<file path="src/rtl/bist_pkg.sv">
// bist_pkg: shared defaults and constants for the BIST address/compare datapath.
//   BIST_ADDR_W : default address width (memory depth = 2**BIST_ADDR_W)
//   BIST_DATA_W : default memory word width
//   BIST_FCNT_W : default width of the saturating mismatch counter
//   UP / DOWN   : encodings of the controller's up_down input
package bist_pkg;

    localparam int BIST_ADDR_W = 4;
    localparam int BIST_DATA_W = 8;
    localparam int BIST_FCNT_W = 4;

    localparam logic UP   = 1'b1;
    localparam logic DOWN = 1'b0;

endpackage : bist_pkg

</file>
<file path="src/rtl/bist_addr_counter.sv">
// bist_addr_counter: up/down address register driven by the BIST controller.
// Ports:
//   clk, rst        : clock, asynchronous active-high reset
//   reset           : synchronous clear to 0 (highest priority)
//   preset          : synchronous load to all-ones
//   en, up_down     : step enable and direction (UP = increment)
//   addr            : current address
//   carry           : combinational terminal-count flag for the current step
module bist_addr_counter
    import bist_pkg::*;
#(
    parameter int ADDR_W = BIST_ADDR_W
) (
    input  logic              clk,
    input  logic              rst,
    input  logic              reset,
    input  logic              preset,
    input  logic              en,
    input  logic              up_down,
    output logic [ADDR_W-1:0] addr,
    output logic              carry
);

    localparam logic [ADDR_W-1:0] ADDR_ZERO = {ADDR_W{1'b0}};
    localparam logic [ADDR_W-1:0] ADDR_MAX  = {ADDR_W{1'b1}};
    localparam logic [ADDR_W-1:0] ADDR_ONE  = {{(ADDR_W-1){1'b0}}, 1'b1};

    logic [ADDR_W-1:0] addr_r;
    logic [ADDR_W-1:0] addr_next_s;
    logic              carry_s;

    // Next-address selection: reset > preset > en; modulo wrap is natural overflow.
    always_comb begin
        addr_next_s = addr_r;
        if (reset) begin
            addr_next_s = ADDR_ZERO;
        end else if (preset) begin
            addr_next_s = ADDR_MAX;
        end else if (en) begin
            if (up_down == UP) begin
                addr_next_s = addr_r + ADDR_ONE;
            end else begin
                addr_next_s = addr_r - ADDR_ONE;
            end
        end else begin
            addr_next_s = addr_r;
        end
    end

    // Address register.
    always_ff @(posedge clk or posedge rst) begin
        if (rst) begin
            addr_r <= ADDR_ZERO;
        end else begin
            addr_r <= addr_next_s;
        end
    end

    // Terminal count is flagged in the same cycle as the last step so the
    // controller can leave the march element without an extra access.
    // A pending reset/preset overrides the step, so carry is suppressed then.
    always_comb begin
        carry_s = 1'b0;
        if (reset || preset) begin
            carry_s = 1'b0;
        end else if (en) begin
            if (up_down == UP) begin
                carry_s = (addr_r == ADDR_MAX);
            end else begin
                carry_s = (addr_r == ADDR_ZERO);
            end
        end else begin
            carry_s = 1'b0;
        end
    end

    assign addr  = addr_r;
    assign carry = carry_s;

endmodule : bist_addr_counter

</file>
<file path="src/rtl/bist_datapath.sv">
// bist_datapath: address generation, embedded memory under test, read compare
// and first-fail diagnosis log for a march-style memory BIST.
// Ports:
//   clk, rst                      : clock, asynchronous active-high reset
//   reset, preset, en, up_down    : address counter controls
//   read, write, data             : access controls; data is the background bit
//   inj_en, inj_addr, inj_bit,
//   inj_val                       : stuck-at fault injection on the read path
//   carry                         : terminal address reached this cycle
//   is_equal                      : last read matched its expected word
//   addr                          : current address
//   fail_valid, fail_addr         : first-mismatch log
//   fail_cnt                      : saturating mismatch count
module bist_datapath
    import bist_pkg::*;
#(
    parameter int ADDR_W = BIST_ADDR_W,
    parameter int DATA_W = BIST_DATA_W,
    parameter int FCNT_W = BIST_FCNT_W
) (
    input  logic                      clk,
    input  logic                      rst,
    input  logic                      reset,
    input  logic                      preset,
    input  logic                      en,
    input  logic                      up_down,
    input  logic                      read,
    input  logic                      write,
    input  logic                      data,
    input  logic                      inj_en,
    input  logic [ADDR_W-1:0]         inj_addr,
    input  logic [$clog2(DATA_W)-1:0] inj_bit,
    input  logic                      inj_val,
    output logic                      carry,
    output logic                      is_equal,
    output logic [ADDR_W-1:0]         addr,
    output logic                      fail_valid,
    output logic [ADDR_W-1:0]         fail_addr,
    output logic [FCNT_W-1:0]         fail_cnt
);

    localparam int DEPTH = 2 ** ADDR_W;

    localparam logic [ADDR_W-1:0] ADDR_ZERO = {ADDR_W{1'b0}};
    localparam logic [DATA_W-1:0] DATA_ZERO = {DATA_W{1'b0}};
    localparam logic [FCNT_W-1:0] FCNT_ZERO = {FCNT_W{1'b0}};
    localparam logic [FCNT_W-1:0] FCNT_MAX  = {FCNT_W{1'b1}};
    localparam logic [FCNT_W-1:0] FCNT_ONE  = {{(FCNT_W-1){1'b0}}, 1'b1};

    logic [DATA_W-1:0] mem_r [DEPTH];

    logic [ADDR_W-1:0] addr_s;
    logic              carry_s;
    logic [DATA_W-1:0] bg_word_s;
    logic [DATA_W-1:0] rd_word_s;
    logic              match_s;
    logic              log_clear_s;

    logic [DATA_W-1:0] rdata_r;
    logic [DATA_W-1:0] exp_r;
    logic [ADDR_W-1:0] chk_addr_r;
    logic              chk_r;
    logic              fail_valid_r;
    logic [ADDR_W-1:0] fail_addr_r;
    logic [FCNT_W-1:0] fail_cnt_r;

    bist_addr_counter #(
        .ADDR_W (ADDR_W)
    ) u_addr_counter (
        .clk     (clk),
        .rst     (rst),
        .reset   (reset),
        .preset  (preset),
        .en      (en),
        .up_down (up_down),
        .addr    (addr_s),
        .carry   (carry_s)
    );

    assign bg_word_s   = {DATA_W{data}};
    assign log_clear_s = reset & preset;

    // Read path with stuck-at override; accesses always use the pre-step address.
    always_comb begin
        rd_word_s = mem_r[addr_s];
        if (inj_en && (inj_addr == addr_s)) begin
            rd_word_s[inj_bit] = inj_val;
        end else begin
            rd_word_s = mem_r[addr_s];
        end
    end

    // Memory array: deliberately not reset so contents survive rst mid-march.
    always_ff @(posedge clk) begin
        if (write) begin
            mem_r[addr_s] <= bg_word_s;
        end
    end

    // Read capture: rdata takes the pre-write word, exp/chk_addr the context.
    always_ff @(posedge clk or posedge rst) begin
        if (rst) begin
            rdata_r    <= DATA_ZERO;
            exp_r      <= DATA_ZERO;
            chk_addr_r <= ADDR_ZERO;
            chk_r      <= 1'b0;
        end else begin
            chk_r <= read;
            if (read) begin
                rdata_r    <= rd_word_s;
                exp_r      <= bg_word_s;
                chk_addr_r <= addr_s;
            end
        end
    end

    assign match_s = (rdata_r == exp_r);

    // Fail log: saturating count and sticky first-fail address.
    always_ff @(posedge clk or posedge rst) begin
        if (rst) begin
            fail_valid_r <= 1'b0;
            fail_addr_r  <= ADDR_ZERO;
            fail_cnt_r   <= FCNT_ZERO;
        end else if (log_clear_s) begin
            fail_valid_r <= 1'b0;
            fail_addr_r  <= ADDR_ZERO;
            fail_cnt_r   <= FCNT_ZERO;
        end else if (chk_r && !match_s) begin
            if (fail_cnt_r != FCNT_MAX) begin
                fail_cnt_r <= fail_cnt_r + FCNT_ONE;
            end
            if (!fail_valid_r) begin
                fail_valid_r <= 1'b1;
                fail_addr_r  <= chk_addr_r;
            end
        end
    end

    assign carry      = carry_s;
    assign addr       = addr_s;
    assign is_equal   = match_s;
    assign fail_valid = fail_valid_r;
    assign fail_addr  = fail_addr_r;
    assign fail_cnt   = fail_cnt_r;

endmodule : bist_datapath
</file>
<file path="config.mk">
export PLATFORM = sky130hd
export DESIGN_NAME = bist_datapath
export DESIGN_NICKNAME = d
export VERILOG_FILES = /design/src/rtl/bist_pkg.sv /design/src/rtl/bist_addr_counter.sv /design/src/rtl/bist_datapath.sv
export SDC_FILE = /design/constraint.sdc
export NUM_CORES = 1
export LEC_CHECK = 0
export BUFFER_PORTS_ARGS = -buffer_cell sky130_fd_sc_hd__clkbuf_2
export CAP_MARGIN = 10
export CORE_UTILIZATION = 51
export DETAILED_ROUTE_END_ITERATION = 7
export GPL_ROUTABILITY_DRIVEN = 0
export PLACE_DENSITY = 0.74
export SYNTH_ARGS = -nofsm -noshare
export SYNTH_HDL_FRONTEND = slang
export SYNTH_SLANG_ARGS = --single-unit
</file>
<file path="constraint.sdc">
create_clock -name clk -period 1.75 [get_ports clk]
set_clock_uncertainty 0.1 [all_clocks]
set_input_delay 0.0875 -clock clk [delete_from_list [all_inputs] [get_ports clk]]
set_output_delay 0.0875 -clock clk [all_outputs]
set_load 0.03 [all_outputs]
</file>
==> key figures <==
Run status
  – Outcome: complete, but fails checks
  – Violated checks: setup timing

Clock network
  – CTS tree: done
  – Maximum level of the CTS H-tree: 2
  – Sink Count: 43
  – Buffer depth of the longest clock path: 2
  – Clk root buf: clkbuf_8
  – Reg clk slew, reported paths: 0.08 ns
  – Total clock buffers created by CTS: 5
  – Clk_lat worst skew: 0.29 ns

Setup path
  – R2R cell count: 7
  – R2r endpoint: rdata_r[0]$_DFFE_PP0P_
  – CP max FO: 4
  – Kind of critical path: reg -> reg
  – Reg-to-reg startpoint: u_addr_counter.addr[3]$_DFFE_PP0P_
  – Critical Path Start Type: flop
  – Critical path arrival: just over 2 ns
  – Reg2reg setup slack: -0.23 ns
  – Crit. End Element: flop
  – CP Data Required Time: 1.80 ns

Logic synthesis
  – Synth top cells by count: nor2_1, dfrtp_1, edfxtp_1, nand3_1, nand2_1
  – Area share of the largest cell type after synthesis: 29.9%
  – Syn_nets: 230
  – Synth warnings: 0
  – Top-count cell post-synth: nor2_1
  – Number of distinct library cells after synthesis: 53
  – Synth Cell Area: ~2300 sq um
  – Ys async rst share: 62.8%
  – Synth Instances: 208
  – Number of synthesized flops with an enable pin: 16
  – Mean post-synth cell area: 10.9 sq um
  – #FFs+latches synth: 43
  – Seq/Total Area, Yosys: 51.2%
  – Post-synth top area cell: dfrtp_1
  – Top_reg_cell synth: dfrtp_1
  – Synth top area cells: dfrtp_1, edfxtp_1, nor2_1, mux4_2, nand3_1

Route
  – DR WL/cell: 15.4 microns
  – Avg Vias per Cell: roughly 5.7
  – Post-route ant nets: 0
  – Vias: 1815
  – Detailed Routing Iterations Pass 1: 4
  – Routed WL: 4860 microns
  – DRC viols: 0
  – Initial DRC count: 111

Floorplanning
  – Io pins: 33
  – Core ar.: 4120 sq um
  – Row count: 23
  – Die W: 68.5 microns
  – Die area: 4700 sq um
  – Initial Util: between 50% and 60%
  – Die Y: 68.5 microns

Timing
  – Endpoints failing hold: 0
  – Final worst path period share: 113%
  – RSZ-0062 raised after global routing: yes
  – Fin. max-slew vios: 0
  – Final TNS setup: -1.94 ns
  – Final worst setup slack: -0.233 ns
  – Worst-Margin Slew: 0.723 ns
  – Normalized max-slew margin: 51.7%
  – Setup-failing EPs final: 16
  – Final min period: 1.98 ns
  – Fmax: 504 MHz

Final layout
  – Fin nets: 287
  – N_diodes: 0
  – Area grow syn2layout: 31.0%
  – Share of cells above drive strength 1: around two fifths

Global route
  – Total GRT Usage: 22.4%
  – Initial antenna violation count: 0
  – Total grt overflow: 0
  – Vias in the first global route: 1705
  – Largest net degree at the start of global routing: 24
  – First-pass GRT wire length: 7600 microns

Place
  – Input/output buffers: 32
  – DP Wirelength: around 3300 microns

Pwr
  – Static leakage: 1.20 nW
  – PwrDens: roughly 910 nW/um^2
  – Total power: 2.68 mW
  – VDD IR max: 0.000495 V

Worst hold path
  – Hold path depth: 3
  – HP Class: in -> reg
  – Hold Path Origin: preset
  – WHS Endpoint: u_addr_counter.addr[2]$_DFFE_PP0P_

Run
  – Maxcap violations: 0
## critical path: stages (launching register included)
cell	delay (ns)
dfrtp_2	0.42
buf_4	0.14
buf_4	0.13
xnor2_2	0.15
nand3_1	0.11
or4_4	0.48
o31ai_2	0.20
a31oi_1	0.11
## registers in the layout, indices dropped and copies added, names as in the netlist
| register | count |
|---|---|
| fail_cnt | 4 |
| rdata_r | 8 |
| fail_valid | 1 |
| chk_r | 1 |
| chk_addr_r | 4 |
| mem_r | 16 |
| exp_r | 1 |
| fail_addr | 4 |
| u_addr_counter.addr | 4 |
## cell usage in the layout (no fill, tap or decap), drive strengths merged, types with 3 or more instances in the layout
cell	instances
a31oi	4
nand2	11
nor3	5
mux2i	6
mux4	4
inv	3
dfrtp	27
nor3b	3
a21oi	8
nor4	3
ha	3
buf	29
nor2	36
nand4b	3
edfxtp	16
clkbuf	35
nand3	13
nand2b	5
xor2	3
xnor2	4
o21ai	8
nand4	3
or4	3
mux2	5
## how the worst max path moves through the flow
stage                     slack, ns                                from                  endpoint
final                         -0.23  u_addr_counter.addr[3]$_DFFE_PP0P_    rdata_r[0]$_DFFE_PP0P_
after global routing          -0.28  u_addr_counter.addr[3]$_DFFE_PP0P_                     carry
after CTS                     -0.24              rdata_r[4]$_DFFE_PP0P_                  is_equal
after detailed placement      -0.27              rdata_r[7]$_DFFE_PP0P_  fail_addr[2]$_DFFE_PP0P_
after global placement        -0.21              rdata_r[7]$_DFFE_PP0P_  fail_addr[2]$_DFFE_PP0P_
after floorplan               -0.17  u_addr_counter.addr[0]$_DFFE_PP0P_    rdata_r[1]$_DFFE_PP0P_
## per-stage QoR
stage	util, %	instances	hold slack [ns]	worst slack (ns)	area (sq um)
4_1_cts	69.5	311	0.0641	-0.242	2860
3_3_place_gp	62.5	292	0.128	-0.214	2570
3_5_place_dp	62.5	292	0.129	-0.269	2570
5_1_grt	71.9	316	0.0741	-0.282	2960
6_report	71.9	316	0.0664	-0.233	2960
2_1_floorplan	-	208	0.0189	-0.173	2300
## cell type report
cell class                 instances  area (sq um)
multi-input combinational        152          1200
sequential                        43          1160
fill                             293          1160
timing repair buffer              61           414
clock buffer                       5          68.8
tap                               50          62.6
clock inverter                     3          42.5
inverter                           2          7.51
## power by group
| part | total (mW) | switching [mW] | internal (mW) |
|---|---|---|---|
| Clock | 0.774 | 0.348 | 0.426 |
| Sequential | 1.23 | 0.0843 | 1.14 |
| Combinational | 0.679 | 0.372 | 0.306 |
## routing by layer
layer  wire, microns  track usage (%)  vias to the layer above
li1                -                -                      876
met1            2070             27.0                      883
met2            2550             39.2                       45
met3             155             4.93                       11
met4              84             8.07                        0
met5               0                0                        -
## what timing repair did
item,4_1_cts,5_1_grt
gates cloned,1,0
endpoints found under the setup margin,18,22
setup buffers,8,6
gates resized for setup,20,15
hold endpoints to repair,20,0
pin swaps,10,18
hold buffers,2,0
## logic make-up after synthesis
family | Yosys count | share of synthesized area [%]
AOI/OAI and AO/OA | 29 | 8.25
xor gates and xnor gates | 7 | 2.71
and+or+nand+nor | 96 | 23.0
adders and majority gates | 4 | 2.55
DFF | 43 | 51.2
buffers and inverters | 14 | 2.60
muxes | 15 | 9.70
Power figures use the tool's default switching activity.
